### config.mk
export PLATFORM = sky130hd
export DESIGN_NAME = shift_flag_wb
export DESIGN_NICKNAME = d
export VERILOG_FILES = /design/src/rtl/shift_flag_wb.sv
export SDC_FILE = /design/constraint.sdc
export NUM_CORES = 1
export LEC_CHECK = 0
export BUFFER_PORTS_ARGS = -buffer_cell sky130_fd_sc_hd__buf_2
export CAP_MARGIN = 20
export CORE_MARGIN = 2
export CORE_UTILIZATION = 40
export DETAILED_ROUTE_END_ITERATION = 8
export HOLD_SLACK_MARGIN = 0.06
export PLACE_DENSITY = 0.64
export SLEW_MARGIN = 20
export SYNTH_ARGS = -nofsm -noshare
export SYNTH_HDL_FRONTEND = slang
export SYNTH_SLANG_ARGS = --single-unit
export TNS_END_PERCENT = 50
### constraint.sdc
create_clock -name clk -period 6.8 [get_ports clk]
set_input_delay 1.7 -clock clk [delete_from_list [all_inputs] [get_ports clk]]
set_output_delay 1.7 -clock clk [all_outputs]
set_load 0.1 [all_outputs]
### src/rtl/shift_flag_wb.sv
// Shifter flag/writeback stage: computes {P,O,S,Z,C} at push time and buffers results in a 2-entry FIFO.
// Optional macro SHIFT_PARITY_FLAG_EN builds the parity flag; otherwise P is tied to 0.
module shift_flag_wb #(
  parameter int WIDTH = 64,
  parameter int TAG_W = 9
) (
  input  logic             clk,
  input  logic             rst,
  input  logic             flush,
  input  logic             in_valid,
  output logic             in_ready,
  input  logic [WIDTH-1:0] in_res,
  input  logic             in_coutR,
  input  logic [3:0]       in_coutL,
  input  logic [3:0]       in_sz,
  input  logic             in_dir,
  input  logic             in_arith,
  input  logic [5:0]       in_cnt,
  input  logic             in_src_msb,
  input  logic [TAG_W-1:0] in_tag,
  output logic             out_valid,
  input  logic             out_ready,
  output logic [WIDTH-1:0] out_res,
  output logic [4:0]       out_flags,
  output logic             out_flag_we,
  output logic [TAG_W-1:0] out_tag
);

  // Returns {O,S,Z,C}; caller zeroes them when the masked count is 0.
  function automatic logic [3:0] calc_flags(
    input logic [WIDTH-1:0] res,
    input logic             sz64,
    input logic             dir,
    input logic             arith,
    input logic             coutr,
    input logic [3:0]       coutl,
    input logic [5:0]       cnt_m,
    input logic             src_msb
  );
    logic c, z, s, o;
    c = dir ? coutr : (sz64 ? coutl[3] : coutl[2]);
    z = sz64 ? (res == '0) : (res[31:0] == 32'd0);
    s = sz64 ? res[WIDTH-1] : res[31];
    o = 1'b0;
    if (cnt_m == 6'd1)
      o = dir ? (arith ? 1'b0 : src_msb) : (s ^ c);
    return {o, s, z, c};
  endfunction

  logic             sz64;
  logic [5:0]       cnt_m;
  logic             push;
  logic             pop;
  logic [1:0]       count;
  logic             rd_ptr;
  logic             wr_ptr;
  logic             vld_p1;
  logic [3:0]       flags_p0;
  logic             we_p0;
  logic [WIDTH-1:0] res_p0;

  logic [WIDTH-1:0] res_p1   [2];
  logic [3:0]       flags_p1 [2];
  logic             we_p1    [2];
  logic [TAG_W-1:0] tag_p1   [2];

  // Only the 64/32-bit encodings matter; the narrower size/carry bits are ignored.
  logic unused_sz;
  assign unused_sz = ^{in_sz[2:0], in_coutL[1:0]};

  assign sz64     = in_sz[3];
  assign cnt_m    = sz64 ? in_cnt : {1'b0, in_cnt[4:0]};
  assign we_p0    = (cnt_m != 6'd0);
  assign flags_p0 = we_p0 ? calc_flags(in_res, sz64, in_dir, in_arith, in_coutR,
                                       in_coutL, cnt_m, in_src_msb) : 4'd0;
  assign res_p0   = sz64 ? in_res : {{(WIDTH-32){1'b0}}, in_res[31:0]};

  assign in_ready = (count != 2'd2) && !rst;
  assign vld_p1   = (count != 2'd0);
  assign push     = in_valid && in_ready && !flush;
  assign pop      = vld_p1 && out_ready && !flush;

  // Stage p0 -> p1: FIFO control
  always_ff @(posedge clk) begin
    if (rst || flush) begin
      count  <= 2'd0;
      rd_ptr <= 1'b0;
      wr_ptr <= 1'b0;
    end else begin
      if (push) wr_ptr <= ~wr_ptr;
      if (pop)  rd_ptr <= ~rd_ptr;
      case ({push, pop})
        2'b10:   count <= count + 2'd1;
        2'b01:   count <= count - 2'd1;
        default: count <= count;
      endcase
    end
  end

  always_ff @(posedge clk) begin
    if (push) begin
      res_p1[wr_ptr]   <= res_p0;
      flags_p1[wr_ptr] <= flags_p0;
      we_p1[wr_ptr]    <= we_p0;
      tag_p1[wr_ptr]   <= in_tag;
    end
  end

`ifdef SHIFT_PARITY_FLAG_EN
  logic par_p1 [2];

  always_ff @(posedge clk) begin
    if (push)
      par_p1[wr_ptr] <= we_p0 ? ~^in_res[7:0] : 1'b0;
  end

  assign out_flags = vld_p1 ? {par_p1[rd_ptr], flags_p1[rd_ptr]} : 5'd0;
`else
  assign out_flags = vld_p1 ? {1'b0, flags_p1[rd_ptr]} : 5'd0;
`endif

  // Stage p1 outputs: storage is not reset, so the payload is gated by valid.
  assign out_valid   = vld_p1;
  assign out_res     = vld_p1 ? res_p1[rd_ptr] : '0;
  assign out_flag_we = vld_p1 ? we_p1[rd_ptr] : 1'b0;
  assign out_tag     = vld_p1 ? tag_p1[rd_ptr] : '0;

endmodule
-- Yosys cells after proc, flatten, opt, wreduce, memory -nomap -nowiden
Memories as Yosys holds them, arrays and structs flattened. A register that Yosys moved wholly into a read port is not among the register bits.
Index checks and enable logic that the tools add are counted.
- add/subtract/negate cells: 2
- eq/ne operators: 4
- multiplexer cells: 25
- bitwise operators: 3
- reductions and logical operators: 13
- operators with widths (cell ; number):
    $mux 64 ; 2
    $logic_not 64->1 ; 1
    $logic_not 32->1 ; 1
    $mux 1 ; 18
    $mux 9 ; 1
    $mux 4 ; 2
    $eq 6x1->1 const B ; 1
    $mux 6 ; 1
    $reduce_bool 6->1 ; 1
    $logic_and 1x1->1 ; 5
    $pmux 2 s2 ; 1
    $reduce_bool 2->1 ; 2
    $add 2x1->2 const B ; 1
    $eq 2x1->1 const B ; 1
    $eq 2x2->1 const B ; 1
    $logic_not 1->1 ; 2
    $ne 2x2->1 const B ; 1
    $not 1->1 ; 2
    $sub 2x1->2 const B ; 1
    $logic_or 1x1->1 ; 1
    $xor 1x1->1 ; 1
- flip-flop bits (word level): 4
- bits in writable memories: 156
- input bits: 96
- output and inout bits: 81
- logic and storage cells: 54
- memories kept: 4
- memory list (memory ; depth ; bits a word ; read ports ; clocked after Yosys merged registers in ; write ports ; line ; text):
    res_p1 ; 2 ; 64 ; 1 ; 1 ; 1 ; 62 ; logic [WIDTH-1:0] res_p1 [2];
    tag_p1 ; 2 ; 9 ; 1 ; 1 ; 1 ; 65 ; logic [TAG_W-1:0] tag_p1 [2];
    flags_p1 ; 2 ; 4 ; 1 ; 1 ; 1 ; 63 ; logic [3:0] flags_p1 [2];
    we_p1 ; 2 ; 1 ; 1 ; 1 ; 1 ; 64 ; logic we_p1 [2];

-- Depth between registers and ports, before layout
- depth after elaboration: 6
- depth in mapped cells: 9
- mapped depth without buffers: 9

-- Worst setup path after synthesis
OpenSTA, ideal clock, no wires.
- path kind: input to register
- from: input port flush
- to: memory flags_p1[0][0], enable pin
- setup time: 515 ps
- arrival: 5206 ps
- required time: 6285 ps
- slack: 1079 ps
- cell stages on the path: 3
- buffers on the path: 0
- path through: nor2_1 > nand3_2 > nor2_1
- longest elaborated chain between the ends: 4
- RTL lines (element ; line ; text):
    start, declared ; 9 ; input logic flush,
    $logic_not 1->1 ; 80 ; assign push = in_valid && in_ready && !flush;
    $logic_and 1x1->1 ; 80 ;
    $mux 1 ; 101 ; if (push) begin
    $mux 1 (implied by the code) ; 103 ; flags_p1[wr_ptr] <= flags_p0;
    end, declared ; 63 ;
Every way passes these cells.

==> results.toml <==
[status]
outcome = "complete, no violations"

[drt]
drtIter0Drc = 224
dr.pass1.iters = 6
routed_wl_um = 13900
ant_nets = 0
vias = 4043
drc = 0
vias_per_cell = 4.82
wl_per_cell_um = 16.6

[clock_network]
cts_max_path_buffers = 2
clkLatencyLatePin_ps = 420
cts_resized = 0
clk_pin_slew_ps = 60
post_cts_buffers = 0
htreeDepth = 4
cts.sinks = 161
clock_tree.root_cell = "clkbuf_16"
ctsHoldBuffers = 0
cts_buffers = 17
cts_tree = "built"

[sta]
setup_violations = 0
setup_slack_ps = 2370
fin_crit_sh_pct = 65.1
finalHoldViolations = 0
tightest_slew_ps = 924
fin_skew_ps = 8.65
fmax_mhz = 226
maxSlewViolCount = 0
worst_hold_slack_ps = 554
rsz0062_at_grt = "no"
maxSlewHeadroom_pct = 38.4
setup_tns_ps = 0
min_period_ps = 4430

[synth]
muxShareOfSynthArea_pct = 12.0
synthXorXnorAreaFrac_pct = 0.930
synthAdderAreaFrac_pct = 0.190
yosysMostFrequentCell = "edfxtp_1"
yosys-top-cells-area = "edfxtp_1, mux2i_1, nor2_1"
synth_compound_area_share_pct = 0.436
ys_seq_area_share_pct = 72.5
synth_top_area_share_pct = 71.0
avgSynthCellArea_sq_um = 15.1
synth.ff_latch_count = 161
synthFlopType = "edfxtp_1"
ys_types = 30
synth-simple-area-share_pct = 11.6
syn_inst = 436
yosys.area.top_type = "edfxtp_1"
netlist_top_cells_count = "edfxtp_1, nor2_1, mux2i_1"
synth_nets = 533
syn_area_sq_um = 6600
synth_edf_count = 156
synth_top_family_by_area = "multiplexers"
synth_async_sr_flop_share_pct = 0
yosysWarningCount = 0

[pwr]
power.density_nw_per_um2 = 261
pwr-share-seq_pct = 52.0
p_int_mw = 1.65
power_leakage_nw = 2.99
switchingPower_uw = 490
swShare_pct = 22.9
finalPower_mw = 2.14
p_comb_share_pct = 7.2
p_clk_share_pct = 40.8
ir_drop_mv = 0.171

[cells_and_area]
fillCellCount = 1467
fin_util_pct = 51.1
finish.instance_area_sq_um = 8180
syn_to_final_growth_pct = 24.0
instances_no_fill = 838
final_layout_size_suffix_gt1_share_pct = 33.7
nets = 704

[die]
fp.dieW_um = 132
die-height_um = 132
die_area_sq_um = 17500
rows = 46
start_util_pct = 41.2
io_pins = 177
coreArea_sq_um = 16000

[worst_setup_path]
regToRegSetupSlack_ps = 4070
crit_type = "flip-flop to output port"
crit_arrival_ps = 2730
endpoint_kind = "output port"
critPathMaxFanout = 52
cp-start-kind = "flip-flop"
worstPathRequired_ps = 5100
rr_worst_depth = 10

[placed_design]
gp_congestion = 0.743
dp_hpwl_um = 9260
place_area_sq_um = 7630
port_buffers = 170
pre_cts_ws_ps = 2700
dp_cells = 804

[run]
max_cap_viol_count = 0

[global_route]
grt_max_degree = 53
grt_pass1_wl_um = 21800
grt_use_total_pct = 16.1
antenna_found_initial = 2
grt_remaining_overflow = 0
grt_pass1_vias = 4297

[min_path]
holdPathStages = 2
hold_class = "flip-flop to flip-flop"
## critical path: stages, from the launching register on
cell and delay (ps):
dfxtp_4 970, buf_4 570, mux2i_1 140, nor2_1 150, buf_2 450
## metal layers
| metal | vias up | GRT usage (%) | part of all wire (%) |
|---|---|---|---|
| li1 | 1952 | - | - |
| met1 | 1957 | 19.2 | 41 |
| met2 | 122 | 27.6 | 52 |
| met3 | 12 | 5.00 | 5.5 |
| met4 | 0 | 5.97 | 1.4 |
| met5 | - | 0 | 0 |
## state kept, by name, summed over array words and instances (netlist names), named ones only
| name | flops |
|---|---|
| res_p1 | 128 |
| flags_p1 | 8 |
| we_p1 | 2 |
| rd_ptr | 1 |
| count | 2 |
| tag_p1 | 18 |
| wr_ptr | 1 |
## power by group through the flow
stage | Sequential (mW) | Clock (mW) | Combinational (mW)
finish | 1.11 | 0.871 | 0.155
CTS | 1.11 | 0.893 | 0.156
global placement | 1.13 | 0 | 0.152
detailed placement | 1.13 | 0 | 0.156
global route | 1.11 | 0.938 | 0.165
floorplan | 1.13 | 0 | 0.101
## final cells by class
type	count	area [sq um]	area share, %
sequential	161	4790	58.5
multi-input combinational	249	1680	20.5
timing repair buffer	174	881	10.8
clock buffer	18	429	5.25
tap	216	270	3.30
clock inverter	14	114	1.39
inverter	4	15.0	0.184
antenna	2	5.00	0.0612
## cells in the final DEF, fill, tap and decap left out, types with 2 or more instances in the layout
master,instances
nand4_1,4
mux2i_1,79
clkinv_2,3
diode_2,2
dfxtp_1,4
xnor2_1,4
clkinv_4,2
a21oi_1,3
inv_1,4
nor2_4,3
nor2_1,86
and2_1,32
nor4_1,17
nand2_1,3
nor3_1,4
edfxtp_1,156
clkinv_1,3
clkinvlp_4,3
buf_2,170
inv_6,2
buf_4,4
xor2_1,3
clkbuf_16,17
## cells by family (layout without fill, tap and decap cells)
family,Yosys count,in the layout
multiplexers,79,79
adder cells (fa/ha/maj),1,1
AND/OR/NAND/NOR,156,156
AO/OA/AOI/OAI,5,5
flip-flops,161,161
buffers and inverters,26,210
other,1,3
XOR/XNOR,7,7
## final timing paths
check	from	to
worst max-delay path	flip-flop	out_res[54]
worst min-delay path	rd_ptr	flip-flop
worst max register to register	count[1]	count[1]
worst min register to register	rd_ptr	flip-flop
(Power assumes the default switching activity.)
